==> src/rtl/capture_bridge_pkg.sv <==
// ---------------------------------------------------------------------------
// capture_bridge_pkg
// Shared definitions for the host command bridge of the logic-capture
// configuration register file: FSM state encoding, response bytes, command
// field positions and the default register map geometry, which is also used
// by the capture control register bank.
// ---------------------------------------------------------------------------
package capture_bridge_pkg;

    typedef enum logic [2:0] {
        ST_IDLE     = 3'd0,
        ST_GET_DATA = 3'd1,
        ST_WRITE    = 3'd2,
        ST_READ     = 3'd3,
        ST_CAPTURE  = 3'd4,
        ST_RESP     = 3'd5
    } bridge_state_t;

    localparam logic [7:0] ACK_BYTE_DEFAULT   = 8'hAA;
    localparam logic [7:0] NAK_BYTE_DEFAULT   = 8'h55;

    // Command byte: bit 7 selects write (1) or read (0); the low bits carry
    // the register address and everything in between is reserved (must be 0).
    localparam int         CMD_WRITE_BIT      = 7;

    localparam int         REG_COUNT_DEFAULT  = 10;
    localparam int         ADDR_WIDTH_DEFAULT = 4;

    // Mask of the reserved command bits [6:addr_width].
    function automatic logic [7:0] reserved_mask(input int addr_width);
        logic [7:0] m;
        m = 8'h00;
        for (int b = 0; b < CMD_WRITE_BIT; b++) begin
            if (b >= addr_width) begin
                m[b] = 1'b1;
            end
        end
        return m;
    endfunction

endpackage

==> src/rtl/bridge_timeout_counter.sv <==
// ---------------------------------------------------------------------------
// bridge_timeout_counter
// Counts idle cycles while the bridge waits for the data byte of a write.
// Ports:
//   clk        in   system clock, rising edge
//   reset      in   asynchronous, active-high reset
//   i_clear    in   restart counting from 0
//   i_enable   in   one more idle cycle has elapsed this cycle
//   o_expired  out  this idle cycle is the last one allowed (count at
//                   TIMEOUT_CYCLES-1 while enabled)
// ---------------------------------------------------------------------------
module bridge_timeout_counter #(
    parameter int TIMEOUT_CYCLES = 1000000
) (
    input  logic clk,
    input  logic reset,
    input  logic i_clear,
    input  logic i_enable,
    output logic o_expired
);

    localparam int                CNT_W = (TIMEOUT_CYCLES > 1) ? $clog2(TIMEOUT_CYCLES) : 1;
    localparam logic [CNT_W-1:0]  LAST  = CNT_W'(TIMEOUT_CYCLES - 1);

    logic [CNT_W-1:0] r_count;

    assign o_expired = i_enable && (r_count == LAST);

    // NOTE: state registers use non-blocking assignments and an asynchronous
    // reset branch first, so every flop powers up to a known value.
    always_ff @(posedge clk or posedge reset) begin
        if (reset) begin
            r_count <= '0;
        end else if (i_clear) begin
            r_count <= '0;
        end else if (i_enable && !o_expired) begin
            r_count <= r_count + CNT_W'(1);
        end
    end

endmodule

==> src/rtl/capture_reg_bridge.sv <==
// ---------------------------------------------------------------------------
// capture_reg_bridge
// Decodes the host byte stream into register writes/reads on the capture
// control register bank and returns one response byte per command.
// Ports:
//   clk, reset             clock (rising edge), async active-high reset
//   rx_data/valid/ready    command and data bytes from the host receiver
//   tx_data/valid/ready    response byte to the host transmitter
//   reg_addr, reg_wdata    register address and write data (held between
//                          commands)
//   reg_we, reg_re         one-cycle write / read strobes
//   reg_rdata              read data, valid the cycle after reg_re
//   busy                   a command is in progress
// A write returns ACK_BYTE (NAK_BYTE if the command was invalid); a read
// returns the register value (8'h00 if invalid). A write whose data byte
// does not arrive within TIMEOUT_CYCLES idle cycles is silently dropped.
// ---------------------------------------------------------------------------
module capture_reg_bridge
    import capture_bridge_pkg::*;
#(
    parameter int         REG_COUNT      = REG_COUNT_DEFAULT,
    parameter int         ADDR_WIDTH     = ADDR_WIDTH_DEFAULT,
    parameter int         TIMEOUT_CYCLES = 1000000,
    parameter logic [7:0] ACK_BYTE       = ACK_BYTE_DEFAULT,
    parameter logic [7:0] NAK_BYTE       = NAK_BYTE_DEFAULT
) (
    input  logic                  clk,
    input  logic                  reset,
    input  logic [7:0]            rx_data,
    input  logic                  rx_valid,
    output logic                  rx_ready,
    output logic [7:0]            tx_data,
    output logic                  tx_valid,
    input  logic                  tx_ready,
    output logic [ADDR_WIDTH-1:0] reg_addr,
    output logic [7:0]            reg_wdata,
    output logic                  reg_we,
    output logic                  reg_re,
    input  logic [7:0]            reg_rdata,
    output logic                  busy
);

    localparam logic [7:0]          RSVD_MASK = reserved_mask(ADDR_WIDTH);
    localparam logic [ADDR_WIDTH:0] REG_LIMIT = (ADDR_WIDTH + 1)'(REG_COUNT);

    bridge_state_t         r_state;
    bridge_state_t         w_next_state;
    logic [ADDR_WIDTH-1:0] r_addr;
    logic [7:0]            r_wdata;
    logic [7:0]            r_tx_data;
    logic                  r_cmd_valid;

    logic                  w_cmd_valid;
    logic                  w_rx_ready;
    logic                  w_tx_valid;
    logic                  w_reg_we;
    logic                  w_reg_re;
    logic                  w_tmo_clear;
    logic                  w_tmo_enable;
    logic                  w_tmo_expired;

    // Validity of the byte on rx_data when interpreted as a command.
    assign w_cmd_valid = ((rx_data & RSVD_MASK) == 8'h00) &&
                         ({1'b0, rx_data[ADDR_WIDTH-1:0]} < REG_LIMIT);

    bridge_timeout_counter #(
        .TIMEOUT_CYCLES (TIMEOUT_CYCLES)
    ) u_timeout (
        .clk       (clk),
        .reset     (reset),
        .i_clear   (w_tmo_clear),
        .i_enable  (w_tmo_enable),
        .o_expired (w_tmo_expired)
    );

    always_ff @(posedge clk or posedge reset) begin
        if (reset) begin
            r_state <= ST_IDLE;
        end else begin
            r_state <= w_next_state;
        end
    end

    // NOTE: every signal written here gets its default before the case, so
    // no path leaves a value unassigned and no latch is inferred.
    always_comb begin
        w_next_state = r_state;
        w_rx_ready   = 1'b0;
        w_tx_valid   = 1'b0;
        w_reg_we     = 1'b0;
        w_reg_re     = 1'b0;
        w_tmo_clear  = 1'b0;
        w_tmo_enable = 1'b0;
        case (r_state)
            ST_IDLE: begin
                w_rx_ready = 1'b1;
                if (rx_valid) begin
                    if (rx_data[CMD_WRITE_BIT]) begin
                        w_next_state = ST_GET_DATA;
                        w_tmo_clear  = 1'b1;
                    end else begin
                        w_next_state = ST_READ;
                    end
                end
            end
            ST_GET_DATA: begin
                w_rx_ready = 1'b1;
                // A byte arriving in the final allowed cycle still wins.
                if (rx_valid) begin
                    w_next_state = ST_WRITE;
                end else begin
                    w_tmo_enable = 1'b1;
                    if (w_tmo_expired) begin
                        w_next_state = ST_IDLE;
                    end
                end
            end
            ST_WRITE: begin
                w_reg_we     = r_cmd_valid;
                w_next_state = ST_RESP;
            end
            ST_READ: begin
                w_reg_re     = r_cmd_valid;
                w_next_state = ST_CAPTURE;
            end
            ST_CAPTURE: begin
                w_next_state = ST_RESP;
            end
            ST_RESP: begin
                w_tx_valid = 1'b1;
                if (tx_ready) begin
                    w_next_state = ST_IDLE;
                end
            end
            default: begin
                w_next_state = ST_IDLE;
            end
        endcase
    end

    // Address/valid flag, write data and response byte.
    always_ff @(posedge clk or posedge reset) begin
        if (reset) begin
            r_addr      <= '0;
            r_cmd_valid <= 1'b0;
            r_wdata     <= 8'h00;
            r_tx_data   <= 8'h00;
        end else begin
            case (r_state)
                ST_IDLE: begin
                    if (rx_valid) begin
                        r_addr      <= rx_data[ADDR_WIDTH-1:0];
                        r_cmd_valid <= w_cmd_valid;
                    end
                end
                ST_GET_DATA: begin
                    if (rx_valid) begin
                        r_wdata <= rx_data;
                    end
                end
                ST_WRITE: begin
                    r_tx_data <= r_cmd_valid ? ACK_BYTE : NAK_BYTE;
                end
                ST_CAPTURE: begin
                    r_tx_data <= r_cmd_valid ? reg_rdata : 8'h00;
                end
                default: begin
                end
            endcase
        end
    end

    // rx_ready is decoded from the state, which already sits in IDLE while
    // reset is held; gating with reset keeps it low until reset releases.
    assign rx_ready  = w_rx_ready && !reset;
    assign tx_valid  = w_tx_valid;
    assign tx_data   = r_tx_data;
    assign reg_addr  = r_addr;
    assign reg_wdata = r_wdata;
    assign reg_we    = w_reg_we;
    assign reg_re    = w_reg_re;
    assign busy      = (r_state != ST_IDLE);

endmodule

==> config.mk <==
export PLATFORM = sky130hd
export DESIGN_NAME = capture_reg_bridge
export DESIGN_NICKNAME = d
export VERILOG_FILES = /design/src/rtl/capture_bridge_pkg.sv /design/src/rtl/bridge_timeout_counter.sv /design/src/rtl/capture_reg_bridge.sv
export SDC_FILE = /design/constraint.sdc
export NUM_CORES = 1
export LEC_CHECK = 0
export BUFFER_PORTS_ARGS = -buffer_cell sky130_fd_sc_hd__clkbuf_2
export CAP_MARGIN = 5
export CORE_MARGIN = 2
export CORE_UTILIZATION = 58
export DETAILED_ROUTE_END_ITERATION = 8
export PLACE_DENSITY = 0.95
export SLEW_MARGIN = 10
export SYNTH_ARGS = -nofsm -noshare
export SYNTH_HDL_FRONTEND = slang
export SYNTH_SLANG_ARGS = --single-unit
==> constraint.sdc <==
create_clock -name clk -period 3.5 [get_ports clk]
set_input_delay 0.7 -clock clk [delete_from_list [all_inputs] [get_ports clk]]
set_output_delay 0.7 -clock clk [all_outputs]
set_load 0.05 [all_outputs]
==> metrics.yaml <==
critical_path:
  end_kind: "register"
  crit_buf_inv: 0
  critPathLaunchType: "register"
  arrival_ns: 2.84
  path_cells: "or4b_4, or4_4, or4_1, a21oi_1"
  cp_slowest_cell: "or4b_4"
  critPathRequiredTime_ns: 3.72
  crit_family: "simple AND/OR/NAND/NOR gates"
  critPathKind: "reg -> reg"
  slowest_delay_ns: 0.65
  cp_max_fo: 18
synth:
  ys.flop_type: "dfrtp_1"
  synth_edf_count: 0
  ys_top_cells_by_area: "dfrtp_1 49%, mux2_2 6.0%, a21oi_1 4.3%, nand2_1 3.4%, o31ai_1 3.0%"
  yosysSeqAreaShare: 0.492
  yosys_register_bits: 44
  syn_nets: 238
  syn_area_um2: 2240
  syn_inst: 217
  ys_warn_count: 0
  ys_async_sr_fraction: 1.00
  syn_area_per_cell_um2: 10.3
  synth_top_area_share: 0.492
  yosysTopAreaCell: "dfrtp_1"
  synth_cell_types: 38
detailed_routing:
  antenna_left: 0
  wl_per_cell_um: 15.5
  dr.pass1.iters: 4
  drtIter0Drc: 132
  drcViolationCount: 0
  vias: 1884
  wl_um: 4810
  viasPerCell: 6.08
clocking:
  insertion_delay_ns: 0.30
  numCtsBuffers: 5
  htree_levels: 2
  cts_root_buffer: "clkbuf_8"
  cts_tree: "yes"
  post_cts_resized: 0
  clockBufferDepth: 2
  cts_sinks: 44
  path_clk_slew_ns: 0.08
  cts_setup_buffers: 0
  hold_buffers: 0
global_routing:
  overflow: 0
  grt_pass1_vias: 1744
  grt.total_usage: 0.239
  grt_first_pass_wirelength_um: 8040
  grt_max_degree: 25
  grt_antenna_before_repair: 0
pwr:
  peakVddDrop_uv: 678
  p_per_area_nw_per_um2: 860
  leakage_nw: 1.19
floorplan:
  die_w_um: 66.1
  io_pins: 45
  start_util: 0.607
  die_h_um: 66.1
  coreArea_um2: 3690
  die_area_um2: 4370
  row_count: 22
sta:
  grt_setup_unrepaired: "no"
  fin_crit_sh: 0.747
  holdWs_ns: 0.499
  min_period_ns: 2.62
  fmax_mhz: 382
  fin_tns_setup_ns: 0
  final.setup_skew_ns: 0.0112
  setup_viol: 0
  final_hold_viol_count: 0
  slew_headroom: 0.381
  fin_ws_ns: 0.884
  worst_slew_pin_slew_ns: 0.928
  drv_slew: 0
flow_run:
  maxCapViolCount: 0
placement:
  port_buffers: 44
  dp_slack_ns: 0.775
  place_hpwl_um: 3440
  gp_congestion: 0.813
status:
  status: "completed"
hold_path:
  hold_class: "reg -> reg"
final_layout:
  layout-drive-gt1-share: 0.263
  antenna_cells: 0
  syn_to_final_growth_pct: 17.1
  nNetsFinal: 283
  fillers: 256
==> state kept, by name (all words and copies together) (netlist names) <==
signal,count
tx_data,8
u_timeout.r_count,20
r_state,3
reg_wdata,8
r_cmd_valid,1
reg_addr,4
==> power by group <==
part	internal (mW)	switching (mW)
Combinational	0.295	0.709
Clock	0.281	0.168
Sequential	0.657	0.142
==> through the flow <==
step	instance area (um^2)	util	cells	power, mW
CTS	2620	0.710	310	2.26
detailed placement	2490	0.675	303	1.81
global placement	2490	0.675	303	1.78
floorplan	2240	-	217	1.59
global route	2620	0.710	310	2.37
finish	2620	0.710	310	2.25
==> routing by layer <==
| metal | GRT usage | vias to the layer above | share of wire |
|---|---|---|---|
| met5 | 0 | - | 0 |
| li1 | - | 902 | - |
| met4 | 0.0612 | 0 | 0.010 |
| met1 | 0.335 | 917 | 0.44 |
| met2 | 0.385 | 59 | 0.51 |
| met3 | 0.0426 | 6 | 0.045 |
==> layout make-up <==
type / count / area [um^2] / share of cell area
Sequential cell: 44 / 1100 / 0.420
Clock buffer: 5 / 68.8 / 0.0263
Clock inverter: 2 / 60.1 / 0.0229
Inverter: 8 / 30.0 / 0.0115
Tap cell: 48 / 60.1 / 0.0229
Multi-Input combinational cell: 156 / 1060 / 0.403
Timing Repair Buffer: 47 / 243 / 0.0927
==> cells in the mapped netlist, types with 2 or more instances <==
master     count
a21oi_1       19
dfrtp_1       44
nand2_1       20
nor4_1         4
nor4b_1        3
a221o_1        4
nand4_1        3
o21ai_0        5
o21a_1         2
mux2i_1        6
o2bb2ai_1      4
and4_1         2
nand2b_1       4
and2_1         5
mux2_2        12
a22o_1         4
o31ai_1        9
o211ai_1       4
nor2_1        10
nor3_1         5
clkbuf_1       6
buf_6          2
and3_1         2
nand3_1        7
inv_1          8
nor2b_1        3
or3_1          2
or4_1          8
==> logic make-up (layout without fill, tap and decap cells) <==
| family | Yosys count | count (layout) | share of synthesized area |
|---|---|---|---|
| compound gates | 53 | 53 | 0.162 |
| xor+xnor | 1 | 1 | 0.00392 |
| fa+ha+maj | 1 | 1 | 0.00559 |
| buf+inv | 17 | 62 | 0.0358 |
| flops | 44 | 44 | 0.492 |
| mux | 18 | 18 | 0.0872 |
| simple gates | 83 | 83 | 0.214 |
==> cell usage in the layout, fill, tap and decap left out, drive strengths merged, types with 6 or more instances in the layout <==
cell    netlist  routed
clkbuf        6      49
dfrtp        44      44
nand2        20      20
a21oi        19      19
mux2         12      12
nor2         10      10
o31ai         9       9
or4           9       9
inv           8       8
nand3         7       7
mux2i         6       6
==> final timing paths <==
path	start	endpoint	slack, ns	depth (start not counted)
max reg2reg	r_state[2]	u_timeout.r_count[14]	0.88	4
max	r_state[2]	u_timeout.r_count[14]	0.88	4
min	tx_data[5]	tx_data[5]	0.50	1
min reg2reg	tx_data[5]	tx_data[5]	0.50	1
min in group asynchronous	reset	reg_wdata[6]	0.59	2
max in group asynchronous	reset	u_timeout.r_count[16]	2.21	3
Power figures use the tool's default switching activity.
